--- config.mk ---
export PLATFORM = sky130hd
export DESIGN_NAME = reg_load_sequencer
export DESIGN_NICKNAME = d
export VERILOG_FILES = /design/src/rtl/reg_load_sequencer.sv
export SDC_FILE = /design/constraint.sdc
export NUM_CORES = 1
export LEC_CHECK = 0
export CAP_MARGIN = 10
export CORE_MARGIN = 2
export CORE_UTILIZATION = 48
export CTS_CLUSTER_SIZE = 12
export DETAILED_ROUTE_END_ITERATION = 8
export PLACE_DENSITY = 0.86
export REMOVE_ABC_BUFFERS = 1
export SYNTH_ARGS = -nofsm -noshare
export SYNTH_HDL_FRONTEND = slang
export SYNTH_SLANG_ARGS = --single-unit
--- constraint.sdc ---
create_clock -name clk -period 2.2 [get_ports clk]
set_clock_uncertainty 0.05 [all_clocks]
set_input_delay 0.44 -clock clk [delete_from_list [all_inputs] [get_ports clk]]
set_output_delay 0.44 -clock clk [all_outputs]
set_load 0.05 [all_outputs]
--- src/rtl/reg_load_sequencer.sv ---
// Push-button write sequencer: synchronises and debounces a raw button, then issues
// one write strobe per accepted press with a wrapping register pointer and a running load count.
module reg_load_sequencer #(
  parameter int DEBOUNCE_CYCLES = 1_000_000,
  parameter int NUM_REGS        = 4,
  parameter int DATA_W          = 8
) (
  input  logic                        clk,
  input  logic                        reset_n,
  input  logic                        btn_raw,
  input  logic                        en,
  input  logic [DATA_W-1:0]           din,
  output logic                        wr_strobe,
  output logic [$clog2(NUM_REGS)-1:0] wr_addr,
  output logic [DATA_W-1:0]           wr_data,
  output logic [7:0]                  load_count,
  output logic                        busy
);

  localparam int CNT_W  = $clog2(DEBOUNCE_CYCLES);
  localparam int ADDR_W = $clog2(NUM_REGS);
  localparam logic [CNT_W-1:0]  CNT_MAX = CNT_W'(DEBOUNCE_CYCLES - 1);
  localparam logic [ADDR_W-1:0] PTR_MAX = ADDR_W'(NUM_REGS - 1);

  typedef enum logic [1:0] {IDLE, PRESS_WAIT, HELD, REL_WAIT} state_t;

  state_t            state;
  logic [CNT_W-1:0]  cnt;
  logic [ADDR_W-1:0] ptr;
  logic              s1;
  logic              s2;

  // NUM_REGS need not be a power of two, so wrap explicitly.
  function automatic logic [ADDR_W-1:0] next_ptr(input logic [ADDR_W-1:0] p);
    return (p == PTR_MAX) ? '0 : p + ADDR_W'(1);
  endfunction

  always_ff @(posedge clk) begin
    if (!reset_n) begin
      s1         <= 1'b0;
      s2         <= 1'b0;
      state      <= IDLE;
      cnt        <= '0;
      ptr        <= '0;
      wr_strobe  <= 1'b0;
      wr_addr    <= '0;
      wr_data    <= '0;
      load_count <= '0;
      busy       <= 1'b0;
    end else begin
      s1        <= btn_raw;
      s2        <= s1;
      wr_strobe <= 1'b0;
      case (state)
        IDLE: begin
          if (s2) begin
            state <= PRESS_WAIT;
            cnt   <= '0;
            busy  <= 1'b1;
          end
        end
        PRESS_WAIT: begin
          if (!s2) begin
            state <= IDLE;
            cnt   <= '0;
            busy  <= 1'b0;
          end else if (cnt == CNT_MAX) begin
            state <= HELD;
            cnt   <= '0;
            // A disabled press is still consumed; only the write side effects are skipped.
            if (en) begin
              wr_strobe  <= 1'b1;
              wr_addr    <= ptr;
              wr_data    <= din;
              ptr        <= next_ptr(ptr);
              load_count <= load_count + 8'd1;
            end
          end else begin
            cnt <= cnt + CNT_W'(1);
          end
        end
        HELD: begin
          if (!s2) begin
            state <= REL_WAIT;
            cnt   <= '0;
          end
        end
        REL_WAIT: begin
          if (s2) begin
            state <= HELD;
            cnt   <= '0;
          end else if (cnt == CNT_MAX) begin
            state <= IDLE;
            cnt   <= '0;
            busy  <= 1'b0;
          end else begin
            cnt <= cnt + CNT_W'(1);
          end
        end
        default: begin
          state <= IDLE;
          cnt   <= '0;
          busy  <= 1'b0;
        end
      endcase
    end
  end

endmodule

# After elaboration in Yosys (flattened, before gate mapping)
# Cells that the tools add are included.
totals:
  register_bits: 46
  latchBits: 0
  ramBits: 0
  rom_bits: 0
  in_bits: 12
  out_inout_bits: 20
  word_cells: 52
  n_memories: 0
classes:
  n_addsub: 3
  mul: 0
  div: 0
  order_cmp: 0
  n_eq_ne: 12
  shift: 0
  n_mux: 20
  bitwise_logic: 0
  n_reduce_logical: 7
op_table:
  columns: ["cell", "count"]
  rows:
  - ["2-to-1 mux 20 bit", 5]
  - ["one-hot mux 20 bit (4 select lines)", 1]
  - ["adder 20 x 1 -> 20 bit, second input constant", 1]
  - ["== test 20 bit, second input constant", 1]
  - ["2-to-1 mux 2 bit", 7]
  - ["AND reduction 4 bit", 3]
  - ["!= test 2 bit, second input constant", 5]
  - ["adder 8 x 1 -> 8 bit, second input constant", 1]
  - ["one-hot mux 2 bit (4 select lines)", 1]
  - ["== test 2 bit, second input constant", 3]
  - ["!= test 3 bit, second input constant", 2]
  - ["2-to-1 mux 1 bit", 5]
  - ["AND reduction 5 bit", 1]
  - ["one-hot mux 1 bit (3 select lines)", 1]
  - ["nonzero test 3 bit", 1]
  - ["adder 2 x 1 -> 2 bit, second input constant", 1]
  - ["== test 2 x 1 -> 1 bit, second input constant", 1]
  - ["zero test 2 bit", 1]
  - ["AND reduction 2 bit", 1]

# Longest topological paths before layout
logic_depth:
  ltp_word: 4
  depth_mapped: 8
  mapped_depth_nobuf: 6

# Worst setup path after synthesis
# No wires, ideal clock.
synth_timing:
  path_kind: "register -> register"
  startpoint: "register cnt[0]"
  endpoint: "register cnt[13]"
  setup_time_ns: 0.072
  t_arrival_ns: 1.968
  required_time_ns: 2.078
  path_slack_ns: 0.110
  path_stages_with_launch: 8
  path_buffers: 1
  period_less_slack_ns: 2.090
  path_cell_list: "dfxtp_1 -> ha_1 -> and3_1 -> and4b_1 -> a211oi_1 -> clkbuf_1 -> nand3_1 -> mux2i_1"
synth_via:
  elab_chain_len: 4
  word_cells_on_any_way: 6
  classes_between: "1 x add/sub; 1 x eq/ne; 4 x mux"
synth_lines:
  columns: ["element", "line_no", "text"]
  rows:
  - ["from (decl)", "28", "logic [CNT_W-1:0] cnt;"]
  - ["from (signal assigned)", "79", "cnt <= cnt + CNT_W'(1);"]
  - ["from (signal assigned)", "97", "cnt <= cnt + CNT_W'(1);"]
  - ["adder 20 x 1 -> 20 bit or == test 20 bit (tied branches)", null, null]
  - ["2-to-1 mux 20 bit (*)", "67, 92", null]
  - ["2-to-1 mux 20 bit (on tied branches)", "89, 63", null]
  - ["one-hot mux 20 bit (4 select lines) (*)", "54", "case (state)"]
# Mark *: on every way between the ends. The rest lies on a longest branch, timed or not.
# A chain may end at the register's enable or synchronous reset.

# Worst setup path in the final report
layout_timing:
  startpoint: "register cnt[7]"
  endpoint: "register load_count[6]"
layout_via:
  elab_chain_len: 2
layout_lines:
  columns: ["element", "line_no", "text"]
  rows:
  - ["== test 20 bit", "67", "end else if (cnt == CNT_MAX) begin"]
  - ["AND reduction 4 bit (no line)", null, null]
  - ["to (signal assigned)", "76", "load_count <= load_count + 8'd1;"]
  - ["to (decl)", "16", "output logic [7:0] load_count,"]
# Every way passes these cells.

==> results.cfg <==
[outcome]
status = finished clean

[clocking]
numClockSinks = 46
ctsRootBufferMaster = clkbuf_8
clockBufferDepth = 2
clk_pin_slew_ps = 80
h-tree-depth = 2
cts_hold_buf = 0
clkLatencyLatePin_ps = 300
cts_tree = done
numCtsBuffers = 5

[routing]
dr.first_iter.drc_count = 134
wl_per_cell_um = 13.9
detail_route.vias_per_cell = 5.71
route.detailed.drc = 0
ant_nets = 0
dr.pass1.iters = 4
routed_wl_um = 4840
vias = 1986

[sta]
hold_slack_ps = 388
layout_setup_ws_ps = 82.2
finalSetupTns_ps = 0
worst_slew_pin_slew_ps = 766
rsz0062_at_grt = false
final-setup-viol-count = 0
slew_viol_final = 0
fin_crit_sh_pct = 96.3
final.min_clock_period_ps = 2120
max_freq_ghz = 0.472
hold_violations = 0
maxSlewHeadroom_pct = 48.8

[synth]
syn-instance-count = 250
synth_edf_count = 0
synthTopCellsByCount = dfxtp_1, nand2_1, a21oi_1
synth_area_leaders = dfxtp_1, a21oi_1, nand2_1
synth-async-reset-ratio_pct = 0
synthesis.area_mm2 = 0.00207
synth.distinct_cells = 38
ys_ff_latch = 46
ys.flop_type = dfxtp_1
yosys.area.top_type = dfxtp_1
synth.top_cell.area_share_pct = 44.5
avgSynthCellArea_um2 = 8.27
yosys_warnings = 0
synth_seq_area_share_pct = 44.5
synth_most_common_cell = dfxtp_1

[worst_setup_path]
required_ps = 2380
cp_max_fo = 8
criticalPathCategory = register to register
critPathCaptureType = register
path_cells = or4_4 > nor3_4 > nand4_2 > or4_1 > a21oi_1
cp.arrival_ps = 2300
critPathBufInv = 0
critPathLaunchType = register
critPathSlowestCell = or4_4
worst_path_largest_cell_delay_ps = 550
crit_family = simple AND/OR/NAND/NOR gates

[floorplan]
die-height_um = 69.6
die_x_um = 69.6
dieArea_mm2 = 0.00485
ios = 32
initial_utilization_pct = 50.6
placeableCoreArea_mm2 = 0.00409
fp-row-count = 23

[placement]
dp_hpwl_um = 3400
place.gp.congestion = 0.872
pre_cts_ws_ps = -60.3
port-buffer-count = 31

[grt]
grtUsageTotal_pct = 20.0
grt_pass1_vias = 1791
antenna_found_initial = 0
gr-total-overflow = 0
grt_max_degree = 26
grt_pass1_wl_um = 8020

[cells_and_area]
n_fill_cell = 332
fin_nets = 312
n_antenna_cell = 0
layout-drive-gt1-share_pct = 11.4
area_growth_pct = 30.2
fin_util_pct = 65.9

[job]
maxCapViolations = 0

[pwr]
vdd_ir_drop_max_mv = 0.249
pwr_density_cell_mw_per_mm2 = 564
total_power_mw = 1.52
power.leakage_nw = 0.953

[min_path]
hold_path_class = register to register
layer usage:
layer	global-route usage, %	vias up	routed length (um)
met5	0	-	0
met4	7.91	0	156
met3	5.23	16	322
met2	34.1	78	2310
met1	24.1	887	2040
li1	-	1005	-
per-stage QoR:
step           instances  area (um2)
6_report             348        2690
5_1_grt              348        2690
4_1_cts              347        2660
3_5_place_dp         337        2530
3_3_place_gp         337        2530
2_1_floorplan        240        2020
state kept, by name, summed over array words and instances, names as in the netlist, named ones only:
signal	cells
busy	1
cnt	20
load_count	8
ptr	2
s1	1
s2	1
state	1
wr_addr	2
wr_data	8
wr_strobe	1
power by group:
group	switching, mW	total [mW]	internal (mW)	leakage [nW]
Sequential	0.00387	0.840	0.836	0.371
Combinational	0.0349	0.0644	0.0296	0.530
Clock	0.276	0.616	0.340	0.0524
Total	0.314	1.52	1.21	0.953
cell families (layout without fill, tap and decap cells):
logic type | after synthesis | count (layout) | synth area share [%]
AO/OA/AOI/OAI | 65 | 65 | 18.5
XOR/XNOR | 6 | 6 | 2.54
flip-flops | 46 | 46 | 44.5
AND/OR/NAND/NOR | 111 | 111 | 27.6
adder cells (fa/ha/maj) | 3 | 3 | 1.82
buffers and inverters | 15 | 63 | 3.03
multiplexers | 4 | 4 | 1.94
worst register-to-register path, stage by stage, from the launching register on:
cell	delay, ps
dfxtp_1	330
or4_4	550
nor3_4	200
nand4_2	220
or4_1	540
a21oi_1	170
what timing repair did:
action                     in CTS  in global routing
setup buffers                   2                  1
setup endpoints to repair       3                 16
pin swaps                       1                  0
resized for setup               0                  6
cell type report:
type,count,area [um2],area share [%]
Tap cell,50,62.6,2.32
Multi-Input combinational cell,189,1120,41.5
Clock buffer,7,76.3,2.83
Sequential cell,46,921,34.2
Timing Repair Buffer,50,465,17.3
Inverter,5,18.8,0.697
Clock inverter,1,30.0,1.12
layout by cell type, fill, tap and decap left out, types with 2 or more instances in the layout:
master,netlist,routed
a21boi_0,2,2
or3_1,3,3
and2_1,2,2
mux2i_1,4,4
xnor2_1,3,3
a31oi_1,6,6
a22o_1,4,4
dfxtp_1,46,46
and4_1,3,3
nand2b_1,2,2
o31ai_1,4,4
or4_1,4,4
clkbuf_1,7,2
a21oi_1,32,32
nand4_1,5,5
clkdlybuf4s50_1,0,31
a22oi_1,2,2
nor2_1,15,15
inv_1,5,5
a41oi_1,2,2
nand3_2,0,2
nor3_1,5,4
buf_4,1,18
nand3_1,17,15
clkbuf_8,0,5
nand2_1,42,42
xor2_1,3,3
o21ai_0,10,10
ha_1,3,3
and3_1,5,5
nor3_4,1,2
worst paths after layout:
| check | slack [ps] | start | to | cells after the start |
|---|---|---|---|---|
| hold / removal | 390 | s1 | s2 | 1 |
| setup / recovery | 80 | cnt[7] | load_count[6] | 5 |
| hold reg to reg | 390 | s1 | s2 | 1 |
| setup reg to reg | 80 | cnt[7] | load_count[6] | 5 |
(Power assumes the default switching activity.)
